$ cat config.mk
export PLATFORM = sky130hd
export DESIGN_NAME = bullet_flat
export DESIGN_NICKNAME = d
export VERILOG_FILES = /design/src/rtl/bullet_if.sv /design/src/rtl/bullet.sv /design/src/flat_wrapper.sv
export SDC_FILE = /design/constraint.sdc
export NUM_CORES = 1
export LEC_CHECK = 0
export ABC_CLOCK_PERIOD_IN_PS = 2700
export CORE_MARGIN = 3
export CORE_UTILIZATION = 60
export DETAILED_ROUTE_END_ITERATION = 16
export DONT_BUFFER_PORTS = 1
export PLACE_DENSITY_LB_ADDON = 0.2
export SKIP_CTS_REPAIR_TIMING = 1
export SYNTH_ARGS = -nofsm -noshare
export SYNTH_HDL_FRONTEND = slang
export SYNTH_SLANG_ARGS = --single-unit
$ cat constraint.sdc
create_clock -name i_clk_25MHz -period 2.7 [get_ports i_clk_25MHz]
set_input_delay 0.54 -clock i_clk_25MHz [delete_from_list [all_inputs] [get_ports i_clk_25MHz]]
set_output_delay 0.54 -clock i_clk_25MHz [all_outputs]
set_load 0.03 [all_outputs]
$ cat src/rtl/bullet_if.sv
// ----------------------------------------------------------------------------
// bullet_if
// Signal bundle between the player-bullet controller and its surroundings.
//   i_fire          : debounced fire button (level)
//   i_player_x      : player column, 0..19 (larger values clamp to 19)
//   i_hit           : hit flag from the invaders block
//   o_bullet_x      : bullet column
//   o_bullet_y      : bullet row, 0 = parked / off-field
//   o_bullet_active : shot in flight
//   o_score         : saturating hit count
// Modports: master drives the inputs and observes the outputs; slave is the
// bullet controller itself.
// ----------------------------------------------------------------------------
interface bullet_if;
    logic       i_fire;
    logic [4:0] i_player_x;
    logic       i_hit;
    logic [4:0] o_bullet_x;
    logic [3:0] o_bullet_y;
    logic       o_bullet_active;
    logic [7:0] o_score;

    modport master (
        output i_fire, i_player_x, i_hit,
        input  o_bullet_x, o_bullet_y, o_bullet_active, o_score
    );

    modport slave (
        input  i_fire, i_player_x, i_hit,
        output o_bullet_x, o_bullet_y, o_bullet_active, o_score
    );
endinterface

$ cat src/rtl/bullet.sv
// ----------------------------------------------------------------------------
// bullet
// Player-bullet controller. Launches a shot from the player's column on a
// rising fire edge, steps it up one row per divider tick, retires it on a
// rising hit edge (scoring) or when it leaves the top row (miss), then waits
// COOLDOWN_TICKS ticks before another shot may be fired.
// Ports:
//   i_clk_25MHz : system clock
//   i_reset     : synchronous, active-high reset
//   bus         : bullet_if.slave (fire/player_x/hit in; bullet x/y/active,
//                 score out). All outputs are registered.
// Parameters:
//   SPEED          : clocks per bullet step (>= 2)
//   COOLDOWN_TICKS : ticks after retirement before a new shot (>= 1)
// ----------------------------------------------------------------------------
module bullet #(
    parameter int SPEED          = 100000,
    parameter int COOLDOWN_TICKS = 2
) (
    input  logic     i_clk_25MHz,
    input  logic     i_reset,
    bullet_if.slave  bus
);

    localparam int CW = (SPEED > 1) ? $clog2(SPEED) : 1;
    localparam int KW = $clog2(COOLDOWN_TICKS + 1);

    localparam logic [4:0] X_MAX     = 5'd19;
    localparam logic [3:0] Y_LAUNCH  = 4'd14;
    localparam logic [7:0] SCORE_MAX = 8'd255;

    typedef enum logic [1:0] {
        ST_IDLE     = 2'd0,
        ST_FLYING   = 2'd1,
        ST_COOLDOWN = 2'd2
    } state_t;

    state_t          r_state_reg,   w_state_next;
    logic [4:0]      r_x_reg,       w_x_next;
    logic [3:0]      r_y_reg,       w_y_next;
    logic            r_active_reg,  w_active_next;
    logic [7:0]      r_score_reg,   w_score_next;
    logic [KW-1:0]   r_cool_reg,    w_cool_next;
    logic [CW-1:0]   r_tick_cnt_reg;
    logic            r_fire_prev_reg;
    logic            r_hit_prev_reg;

    logic            w_tick;
    logic            w_fire_edge;
    logic            w_hit_edge;
    logic [4:0]      w_player_x_clamped;

    // ------------------------------------------------------------------
    // Step divider: one-clock tick when the counter sits at SPEED-1.
    // ------------------------------------------------------------------
    assign w_tick = (r_tick_cnt_reg == CW'(SPEED - 1));

    always_ff @(posedge i_clk_25MHz) begin
        if (i_reset) begin
            r_tick_cnt_reg <= '0;
        end else if (w_tick) begin
            r_tick_cnt_reg <= '0;
        end else begin
            r_tick_cnt_reg <= r_tick_cnt_reg + 1'b1;
        end
    end

    // ------------------------------------------------------------------
    // Edge detectors. The fire history resets high so a button held
    // through reset does not launch a shot on release of reset.
    // ------------------------------------------------------------------
    always_ff @(posedge i_clk_25MHz) begin
        if (i_reset) begin
            r_fire_prev_reg <= 1'b1;
            r_hit_prev_reg  <= 1'b0;
        end else begin
            r_fire_prev_reg <= bus.i_fire;
            r_hit_prev_reg  <= bus.i_hit;
        end
    end

    assign w_fire_edge = bus.i_fire & ~r_fire_prev_reg;
    assign w_hit_edge  = bus.i_hit  & ~r_hit_prev_reg;

    assign w_player_x_clamped = (bus.i_player_x > X_MAX) ? X_MAX : bus.i_player_x;

    // ------------------------------------------------------------------
    // State and output registers.
    // ------------------------------------------------------------------
    always_ff @(posedge i_clk_25MHz) begin
        if (i_reset) begin
            r_state_reg  <= ST_IDLE;
            r_x_reg      <= '0;
            r_y_reg      <= '0;
            r_active_reg <= 1'b0;
            r_score_reg  <= '0;
            r_cool_reg   <= '0;
        end else begin
            r_state_reg  <= w_state_next;
            r_x_reg      <= w_x_next;
            r_y_reg      <= w_y_next;
            r_active_reg <= w_active_next;
            r_score_reg  <= w_score_next;
            r_cool_reg   <= w_cool_next;
        end
    end

    // ------------------------------------------------------------------
    // Next-state logic. A hit edge takes priority over a tick in FLYING so
    // a shot that hits is never moved past its target row before retiring.
    // ------------------------------------------------------------------
    always_comb begin
        w_state_next  = r_state_reg;
        w_x_next      = r_x_reg;
        w_y_next      = r_y_reg;
        w_active_next = 1'b0;
        w_score_next  = r_score_reg;
        w_cool_next   = r_cool_reg;

        case (r_state_reg)
            ST_IDLE: begin
                w_x_next = w_player_x_clamped;
                w_y_next = '0;
                if (w_fire_edge) begin
                    w_state_next  = ST_FLYING;
                    w_y_next      = Y_LAUNCH;
                    w_active_next = 1'b1;
                end
            end

            ST_FLYING: begin
                w_active_next = 1'b1;
                if (w_hit_edge) begin
                    w_state_next  = ST_COOLDOWN;
                    w_y_next      = '0;
                    w_active_next = 1'b0;
                    w_cool_next   = KW'(COOLDOWN_TICKS);
                    if (r_score_reg != SCORE_MAX) begin
                        w_score_next = r_score_reg + 1'b1;
                    end
                end else if (w_tick) begin
                    if (r_y_reg > 4'd1) begin
                        w_y_next = r_y_reg - 1'b1;
                    end else begin
                        // Stepping off row 1 leaves the field: a miss.
                        w_state_next  = ST_COOLDOWN;
                        w_y_next      = '0;
                        w_active_next = 1'b0;
                        w_cool_next   = KW'(COOLDOWN_TICKS);
                    end
                end
            end

            ST_COOLDOWN: begin
                w_y_next = '0;
                if (w_tick) begin
                    if (r_cool_reg <= KW'(1)) begin
                        w_state_next = ST_IDLE;
                        w_cool_next  = '0;
                    end else begin
                        w_cool_next  = r_cool_reg - 1'b1;
                    end
                end
            end

            default: begin
                w_state_next = ST_IDLE;
                w_y_next     = '0;
            end
        endcase
    end

    assign bus.o_bullet_x      = r_x_reg;
    assign bus.o_bullet_y      = r_y_reg;
    assign bus.o_bullet_active = r_active_reg;
    assign bus.o_score         = r_score_reg;

endmodule

$ cat src/flat_wrapper.sv
// flat-port wrapper written by rule: the top's interface ports become plain ports
module bullet_flat 
#(
    parameter int SPEED          = 100000,
    parameter int COOLDOWN_TICKS = 2
)
  (i_clk_25MHz, i_reset, bus_i_fire, bus_i_player_x, bus_i_hit, bus_o_bullet_x, bus_o_bullet_y, bus_o_bullet_active, bus_o_score);
  bullet_if bus_i ();
  input  logic i_clk_25MHz;
  input  logic i_reset;
  input wire logic [$bits(bus_i.i_fire)-1:0] bus_i_fire;
  input wire logic [$bits(bus_i.i_player_x)-1:0] bus_i_player_x;
  input wire logic [$bits(bus_i.i_hit)-1:0] bus_i_hit;
  output wire logic [$bits(bus_i.o_bullet_x)-1:0] bus_o_bullet_x;
  output wire logic [$bits(bus_i.o_bullet_y)-1:0] bus_o_bullet_y;
  output wire logic [$bits(bus_i.o_bullet_active)-1:0] bus_o_bullet_active;
  output wire logic [$bits(bus_i.o_score)-1:0] bus_o_score;
  assign bus_i.i_fire = bus_i_fire;
  assign bus_i.i_player_x = bus_i_player_x;
  assign bus_i.i_hit = bus_i_hit;
  assign bus_o_bullet_x = bus_i.o_bullet_x;
  assign bus_o_bullet_y = bus_i.o_bullet_y;
  assign bus_o_bullet_active = bus_i.o_bullet_active;
  assign bus_o_score = bus_i.o_score;
  bullet #(.SPEED(SPEED), .COOLDOWN_TICKS(COOLDOWN_TICKS)) u_core (.i_clk_25MHz(i_clk_25MHz), .i_reset(i_reset), .bus(bus_i));
endmodule
# == Word-level counts from Yosys, hierarchy flattened ==
# Index checks and enable logic that the tools add are counted.
# op_classes
n_addsub,4
multipliers,0
n_div,0
order_cmp,3
n_eq_ne,9
shifts,0
mux,21
bitwise_logic,4
n_reduce_logical,6
# ops
cell,n
"17-bit by 1-bit adder with 17-bit output, second input constant",1
"17-bit == test, second input constant",1
2-bit two-way mux,8
4-bit two-way mux,4
"8-bit by 1-bit adder with 8-bit output, second input constant",1
"8-bit != test, second input constant",1
4-bit case mux with 2 select lines,1
"2-bit by 1-bit != test with 1-bit output, second input constant",3
2-bit case mux with 3 select lines,1
"5-bit > comparator, second input constant",1
5-bit two-way mux,1
5-bit AND reduction,1
"4-bit by 1-bit > comparator with 1-bit output, second input constant",1
1-bit two-way mux,4
2-bit case mux with 2 select lines,1
4-bit AND reduction,1
"4-bit by 1-bit subtractor with 4-bit output, second input constant",1
"3-bit by 1-bit != test with 1-bit output, second input constant",1
"3-bit by 2-bit != test with 1-bit output, second input constant",1
3-bit AND reduction,1
1-bit bitwise AND,2
"2-bit by 1-bit == test with 1-bit output, second input constant",1
"2-bit == test, second input constant",1
"2-bit by 1-bit <= comparator with 1-bit output, second input constant",1
6 further kinds,7
# totals
register_bits,41
latch_bits,0
ram_bits,0
mem_bits_ro,0
input_bits,9
out_inout_bits,18
n_memories,0

# == Longest topological paths before layout ==
# Gate-level depths: netlist of run 1.
# depth
word_depth,5
ltp_mapped,7

# == Least setup slack after synthesis of run 1 ==
# No wires, ideal clock.
# synth_path
kind,register to register
startpoint,"register u_core.r_y_reg[0], in the netlist u_core.bus.o_bullet_y[0]"
endpoint,register u_core.r_cool_reg[1]
t_arrival_ps,1810
t_required_ps,2585
slack_ps,775
stages_incl_launch_ff,7
path_buffers,0
period_less_slack_ps,1925
path_cell_list,dfxtp_1 -> ha_1 -> nor2_1 -> o311ai_1 -> and4b_1 -> a21oi_1 -> o21a_1
# synth_between
elab_chain_cells,3
# synth_lines
item,line,rtl
"start, declared",bullet.sv:40,"logic [3:0] r_y_reg, w_y_next;"
"start signal, assigned",bullet.sv:101,r_y_reg <= w_y_next;
4-bit by 1-bit > comparator with 1-bit output,bullet.sv:142,if (r_y_reg > 4'd1) begin
3-bit by 2-bit != test with 1-bit output (no line),-,
4-bit AND reduction (no line),-,
"end signal, assigned",bullet.sv:104,r_cool_reg <= w_cool_next;
"end, declared",bullet.sv:43,"logic [KW-1:0] r_cool_reg, w_cool_next;"
# Every way passes these cells.
# A chain may end at the register's enable or synchronous reset.

# == Worst setup path after layout of run 1 ==
# layout_path
startpoint,register u_core.r_tick_cnt_reg[7]
endpoint,register u_core.r_tick_cnt_reg[5]
# layout_between
elab_chain_cells,2
# layout_lines
item,line,rtl
"start, declared",bullet.sv:44,logic [CW-1:0] r_tick_cnt_reg;
"start signal, assigned",bullet.sv:64,r_tick_cnt_reg <= r_tick_cnt_reg + 1'b1;
17-bit == test,bullet.sv:56,assign w_tick = (r_tick_cnt_reg == CW'(SPEED - 1));
2-bit OR reduction (no line),-,
# Every way passes these cells.

==> results of run 1 <==
[cell usage after synthesis (3+ instances only)]
library cell / count / share of area
a21oi_1: 11 / 0.029
and3_1: 3 / 0.0098
clkbuf_1: 3 / 0.0059
dfxtp_1: 41 / 0.43
ha_1: 8 / 0.052
inv_1: 8 / 0.016
nand2_1: 12 / 0.024
nand2b_1: 6 / 0.020
nand3_1: 10 / 0.026
nand3b_1: 4 / 0.016
nand4_1: 8 / 0.026
nor2_1: 39 / 0.076
nor3_1: 6 / 0.016
o21ai_0: 8 / 0.021
xnor2_1: 8 / 0.037
xor2_1: 13 / 0.059
[through the flow]
stage               utilization  total power, mW  hold WS [ps]  cells
floorplan                     -            0.933           418    218
global placement          0.673            0.964           431    255
detailed placement        0.673            0.979           438    255
CTS                       0.702             1.39           227    263
global route              0.702             1.47           192    263
finish                    0.702             1.38           237    263
[placed cells by master (no fill, tap or decap), drive strengths merged, types with 2 or more instances in the layout]
| master | n |
|---|---|
| or3 | 2 |
| clkbuf | 7 |
| mux2i | 2 |
| o21ai | 8 |
| nor2 | 40 |
| xnor2 | 8 |
| inv | 8 |
| nand4 | 8 |
| dfxtp | 41 |
| nor3 | 6 |
| nand2b | 6 |
| ha | 8 |
| nand3 | 10 |
| or2 | 3 |
| nand2 | 12 |
| xor2 | 13 |
| nand4bb | 2 |
| and3 | 3 |
| nand3b | 4 |
| a21oi | 12 |
| nor2b | 2 |
[cells by family after synthesis]
logic type | after synthesis | share of synthesized area
adders and majority gates | 8 | 0.0523
xor gates and xnor gates | 21 | 0.0960
DFF | 41 | 0.428
AOI/OAI and AO/OA | 28 | 0.0882
buffers and inverters | 14 | 0.0287
muxes | 2 | 0.0105
and+or+nand+nor | 104 | 0.296
[routing by layer]
layer,vias up,track usage
met5,-,0
met4,0,0.0634
met3,4,0.0683
met2,44,0.354
met1,722,0.229
li1,754,-
[final timing paths]
| path | startpoint | end | cells past startpoint |
|---|---|---|---|
| setup / recovery | u_core.r_tick_cnt_reg[7] | u_core.r_tick_cnt_reg[5] | 4 |
| hold / removal | i_reset | u_core.bus.o_bullet_y[0] | 1 |
| setup reg to reg | u_core.r_tick_cnt_reg[7] | u_core.r_tick_cnt_reg[5] | 4 |
| hold reg to reg | u_core.r_tick_cnt_reg[0] | u_core.r_tick_cnt_reg[0] | 1 |
[area by class of cell]
cell class | instances | area, um2 | area share
tap | 42 | 52.6 | 0.0258
clock buffer | 7 | 55.1 | 0.0270
timing repair buffer | 1 | 7.51 | 0.00369
inverter | 8 | 30.0 | 0.0148
multi-input combinational | 163 | 1040 | 0.511
sequential | 41 | 821 | 0.403
clock inverter | 1 | 30.0 | 0.0148
[power by group]
part	internal (mW)	total, mW	switching, mW
combinational	0.0943	0.232	0.138
sequential	0.649	0.737	0.0883
clock	0.221	0.415	0.194
total	0.964	1.38	0.420
==> results.md, run 1 <==
- Tot GR Track Use: 0.202
- Count of clock tree sinks: 41
- Global-route wire length before repair: 6440 um
- Dominant register cell in the synthesized netlist: dfxtp_1
- Clock latency on the worst-skew pair: 340 ps
- Static leakage: 0.769 nW
- Total number of vias: 1,524
- Final standard cell area without fillers: 2040 um2
- CP endpoint kind: flop
- Highest attainable clock frequency: 464 MHz
- DR WL/cell: 13.9 um
- Critical path startpoint category: flop
- Maximum number of pins on one net before global-route repair: 28
- Number of hold violations in the final report: 0
- Setup slack after placement: 577 ps
- Register bit count reported by yosys: 41
- Buffers added on ports: 0
- Post-synthesis to final-layout area growth: 6.27%
- Synth Area per Inst: 8.79 um2
- Power per Cell Area: 680 nW/um2
- Starting density of the core: 0.660
- Crit path required time: 2910 ps
- Core Region: 2900 um2
- Die span in y: 62.5 um
- Largest fanout of any net on the critical path: 16
- Number of enable-type register cells in the synthesized netlist: 0
- Status: completed
- Post-route clock skew: 16.1 ps
- Initial DRC Count: 77
- Worst setup path class: flop to flop
- Portion of the clock cycle consumed by the worst path in the final layout: 0.798
- Clock tree from TritonCTS: done
- Class of the worst hold path: input port to flop
- Time the final worst path needs with I/O delays and setup: 2150 ps
- Clock transition time at the flip-flop clock pins of the worst setup and hold paths: 130 ps
- Maximum vdd drop: 503 uV
- Number of placed I/O pins: 27
- Count of unique library cells instantiated by Yosys: 41
- Row cnt: 19
- Combined buffer and inverter count along the critical path: 0
- Data arrival at the endpoint of the critical path: 2360 ps
- Detailed-placement wirelength estimate: 2590 um
- Crit path max-delay cell type: or2_1
- Post-route antenna net violation count: 0
- Number of nets in the layout: 237
- Largest stage delay on the critical path: 530 ps
- Worst Setup Slack, final: 545 ps
- DR top layer: met4
- Floorplan die area: 3910 um2
- Share of async-settable or async-resettable flops after synthesis: 0
- Number of warning messages in the yosys log: 0
- Max-slew headroom at the worst pin: 0.516
- Number of buffers on the longest clock path: 2
- Root buffer cell: clkbuf_4
- Antenna violations before repair: 0
- Die span in x: 62.5 um
- Met1 Wirelength: 1600 um
- Unrepaired setup endpoints after global routing: false
- Antenna cell count: 0
- TritonCTS buffer count: 5
- Max-slew violations: 0
- Total Wirelength: 3660 um
- Number of global-route vias before repair: 1,444
- Maximum capacitance violations: 0
- Fraction of final layout cells sized beyond drive strength 1: 0.0633
- Transition at the pin with the smallest max-transition slack: 716 ps
- Sequential cell area fraction in the yosys report: 0.428
- Post-placement cell area: 1950 um2
- Post-Syn Instances: 218
- Routed via count divided by cell count: 5.79
- Series of cell instances along the critical path: or4b_4 > nor4_4 > or2_1 > nor2_1
- H-tree depth: 2
- Critical path's top delay family: simple AND/OR/NAND/NOR gates
- Drt first pass iters: 4
- Internal reg-to-reg setup slack: 550 ps
- Number of remaining DRC errors: 0
- GPL Wtd Cong: 0.819
- DR WL met3: 164 um
- Total global routing overflow: 0
- Final setup violating endpoints: 0
- Number of nets in the synthesized netlist: 235
- Largest register FFs: 17
- Area of the mapped netlist: 1920 um2
- Post-Route Setup TNS: 0 ps
- Filler instances: 248
- Routed length on met2: 1870 um
No activity file was read; power rests on OpenSTA's default activity.
==> run 2: changes to the inputs <==
ABC_CLOCK_PERIOD_IN_PS = 1900   (was 2700)
CORE_UTILIZATION = 56   (was 60)
clock period = 1.9 ns   (was 2.7 ns; I/O delays follow)
==> results.md, run 2 (synthesized netlist as in run 1, its figures left out) <==
- Initial DRC Count: 154 (+100%)
- Placed cell count: 275 (+7.8%)
- Unrepaired setup endpoints after global routing: true
- Total power of the final layout: 1.92 mW (+39%)
- Crit path required time: 2140 ps (-770 ps)
- Number of remaining DRC errors: 0 (unchanged)
- Count of clock tree sinks: 41 (unchanged)
- Worst Setup Slack, final: 65.4 ps (-480 ps)
- Highest attainable clock frequency: 545 MHz (+17%)
- Clock transition time at the flip-flop clock pins of the worst setup and hold paths: 120 ps (about the same)
- Number of buffers on the longest clock path: 2 (unchanged)
- Max-slew violations: 0 (unchanged)
- Total Wirelength: 3960 um (+8.0%)
- Most frequent cells in the layout: 41 x dfxtp_1, 39 x nor2_1, 19 x buf_4, 13 x xor2_1, 12 x nand2_1
- Number of nets in the layout: 256 (+8.0%)
- Starting density of the core: 0.608 (-0.0529)
- Post-route antenna net violation count: 0 (unchanged)
- Routed via count divided by cell count: 5.64 (-2.7%)
- Reg-to-reg critical path startpoint: u_core.r_tick_cnt_reg[6]
- Detailed-placement wirelength estimate: 2910 um (+12%)
- Max-slew headroom at the worst pin: 0.610 (+0.0940)
- Antenna cell count: 0 (unchanged)
- Clock tree from TritonCTS: done
- Depth of the worst register-to-register path: 6 (+2)
- Worst Hold End: u_core.bus.o_bullet_y[0]
- Final standard cell area without fillers: 2190 um2 (+7.6%)
- H-tree depth: 2 (unchanged)
- Setup slack after placement: 56.2 ps (-521 ps)
- Global-route wire length before repair: 6670 um (+3.4%)
- Filler instances: 275 (+11%)
- Final setup violating endpoints: 0 (unchanged)
- Post-Route Setup TNS: 0 ps (unchanged)
- Hold Path Depth: 1 (unchanged)
- Buffers added on ports: 0 (unchanged)
- Largest fanout of any net on the critical path: 7 (-9)
- Hold path startpoint: i_reset
- Internal reg-to-reg setup slack: 70 ps (-480 ps)
- CP endpoint kind: flop
- Die span in x: 64.5 um (+3.2%)
- Root buffer cell: clkbuf_4
- GPL Wtd Cong: 0.787 (-3.9%)
- Clock latency on the worst-skew pair: 340 ps (about the same)
- Number of placed I/O pins: 27 (unchanged)
- Maximum number of pins on one net before global-route repair: 28 (unchanged)
- Worst reg2reg endpoint: u_core.r_state_reg[0]
- Fraction of final layout cells sized beyond drive strength 1: 0.150 (+0.0867)
- Core Region: 3150 um2 (+8.7%)
- Number of hold violations in the final report: 0 (unchanged)
- Commonest non-fill, non-tap cell in the layout: dfxtp_1
- Worst setup path class: flop to flop
- Floorplan die area: 4160 um2 (+6.4%)
- Transition at the pin with the smallest max-transition slack: 584 ps (-132 ps)
- Largest register FFs: 17 (unchanged)
- Die span in y: 64.5 um (+3.2%)
- Final core utilization: 0.694 (-0.00745)
- Portion of the clock cycle consumed by the worst path in the final layout: 0.966 (+0.167)
- Final-layout worst hold slack: 87.9 ps (-149 ps)
- Critical path startpoint category: flop
- Status: completed
- Antenna violations before repair: 0 (unchanged)
- Total number of vias: 1,601 (+5.1%)
- Post-route clock skew: 8.71 ps (-7.37 ps)
- Maximum capacitance violations: 0 (unchanged)
- Total global routing overflow: 0 (unchanged)
- Number of global-route vias before repair: 1,520 (+5.3%)
- Static leakage: 0.871 nW (+13%)
- TritonCTS buffer count: 5 (unchanged)
- Data arrival at the endpoint of the critical path: 2070 ps (-290 ps)
- Post-synthesis to final-layout area growth: 14.3%
- Row cnt: 20 (+1)
- Post-placement cell area: 2110 um2 (+8.1%)
- Post-Layout Cell Count: 284 (+8.0%)
- DR WL/cell: 13.9 um (about the same)
- Time the final worst path needs with I/O delays and setup: 1830 ps (-320 ps)
- Drt first pass iters: 4 (unchanged)
- Class of the worst hold path: input port to flop
- Maximum vdd drop: 669 uV (+33%)
- Power per Cell Area: 876 nW/um2 (+29%)
- Tot GR Track Use: 0.202 (+0.000312)
## run 2: cell type report
class,count,area [um2],share of cell area
flip-flops and latches,41,821,0.375
clock buffers,7,65.1,0.0297
inverters,8,30.0,0.0137
well taps,44,55.1,0.0251
clock inverters,1,5.00,0.00229
multi-input cells,163,1050,0.480
repair buffers,20,163,0.0743
## run 2: metal layers
layer  up-vias  global-route usage  wire, um  part of all wire
met5         -                   0         0                 0
met4         0              0.0660        57             0.014
met3        11              0.0572       217             0.055
met2        44               0.365      2000              0.50
met1       756               0.228      1680              0.43
li1        790                   -         -                 -
## run 2: how the worst max path moves through the flow
stage | from | to | slack (ps) | cells past startpoint
2_1_floorplan | u_core.r_tick_cnt_reg[6] | u_core.bus.o_bullet_y[0] | -20 | 5
3_3_place_gp | u_core.r_tick_cnt_reg[6] | u_core.r_state_reg[0] | 150 | 6
3_5_place_dp | u_core.r_tick_cnt_reg[6] | u_core.r_state_reg[0] | 60 | 6
4_1_cts | u_core.r_tick_cnt_reg[6] | u_core.r_state_reg[0] | 30 | 6
5_1_grt | u_core.r_state_reg[1] | u_core.bus.o_score[5] | -30 | 8
6_report | u_core.r_tick_cnt_reg[6] | u_core.r_state_reg[0] | 70 | 6
## run 2: power breakdown
part	internal (mW)	total (mW)	leakage, nW	switching (mW)
Combinational	0.167	0.422	0.497	0.255
Sequential	0.922	1.01	0.333	0.0897
Clock	0.215	0.485	0.0413	0.270
Total	1.30	1.92	0.871	0.614
## run 2: critical path, cell delays in order, from the launching register on
cell,delay (ps)
dfxtp_1,350
or4b_4,550
nor4_4,270
buf_4,200
a21oi_1,90
o21ai_1,200
a21oi_2,80
==> run 3: changes to the inputs <==
CAP_MARGIN = 40   (was default)
==> results of run 3 <==
The final DEF is identical to that of run 2; final timing and power are the same.
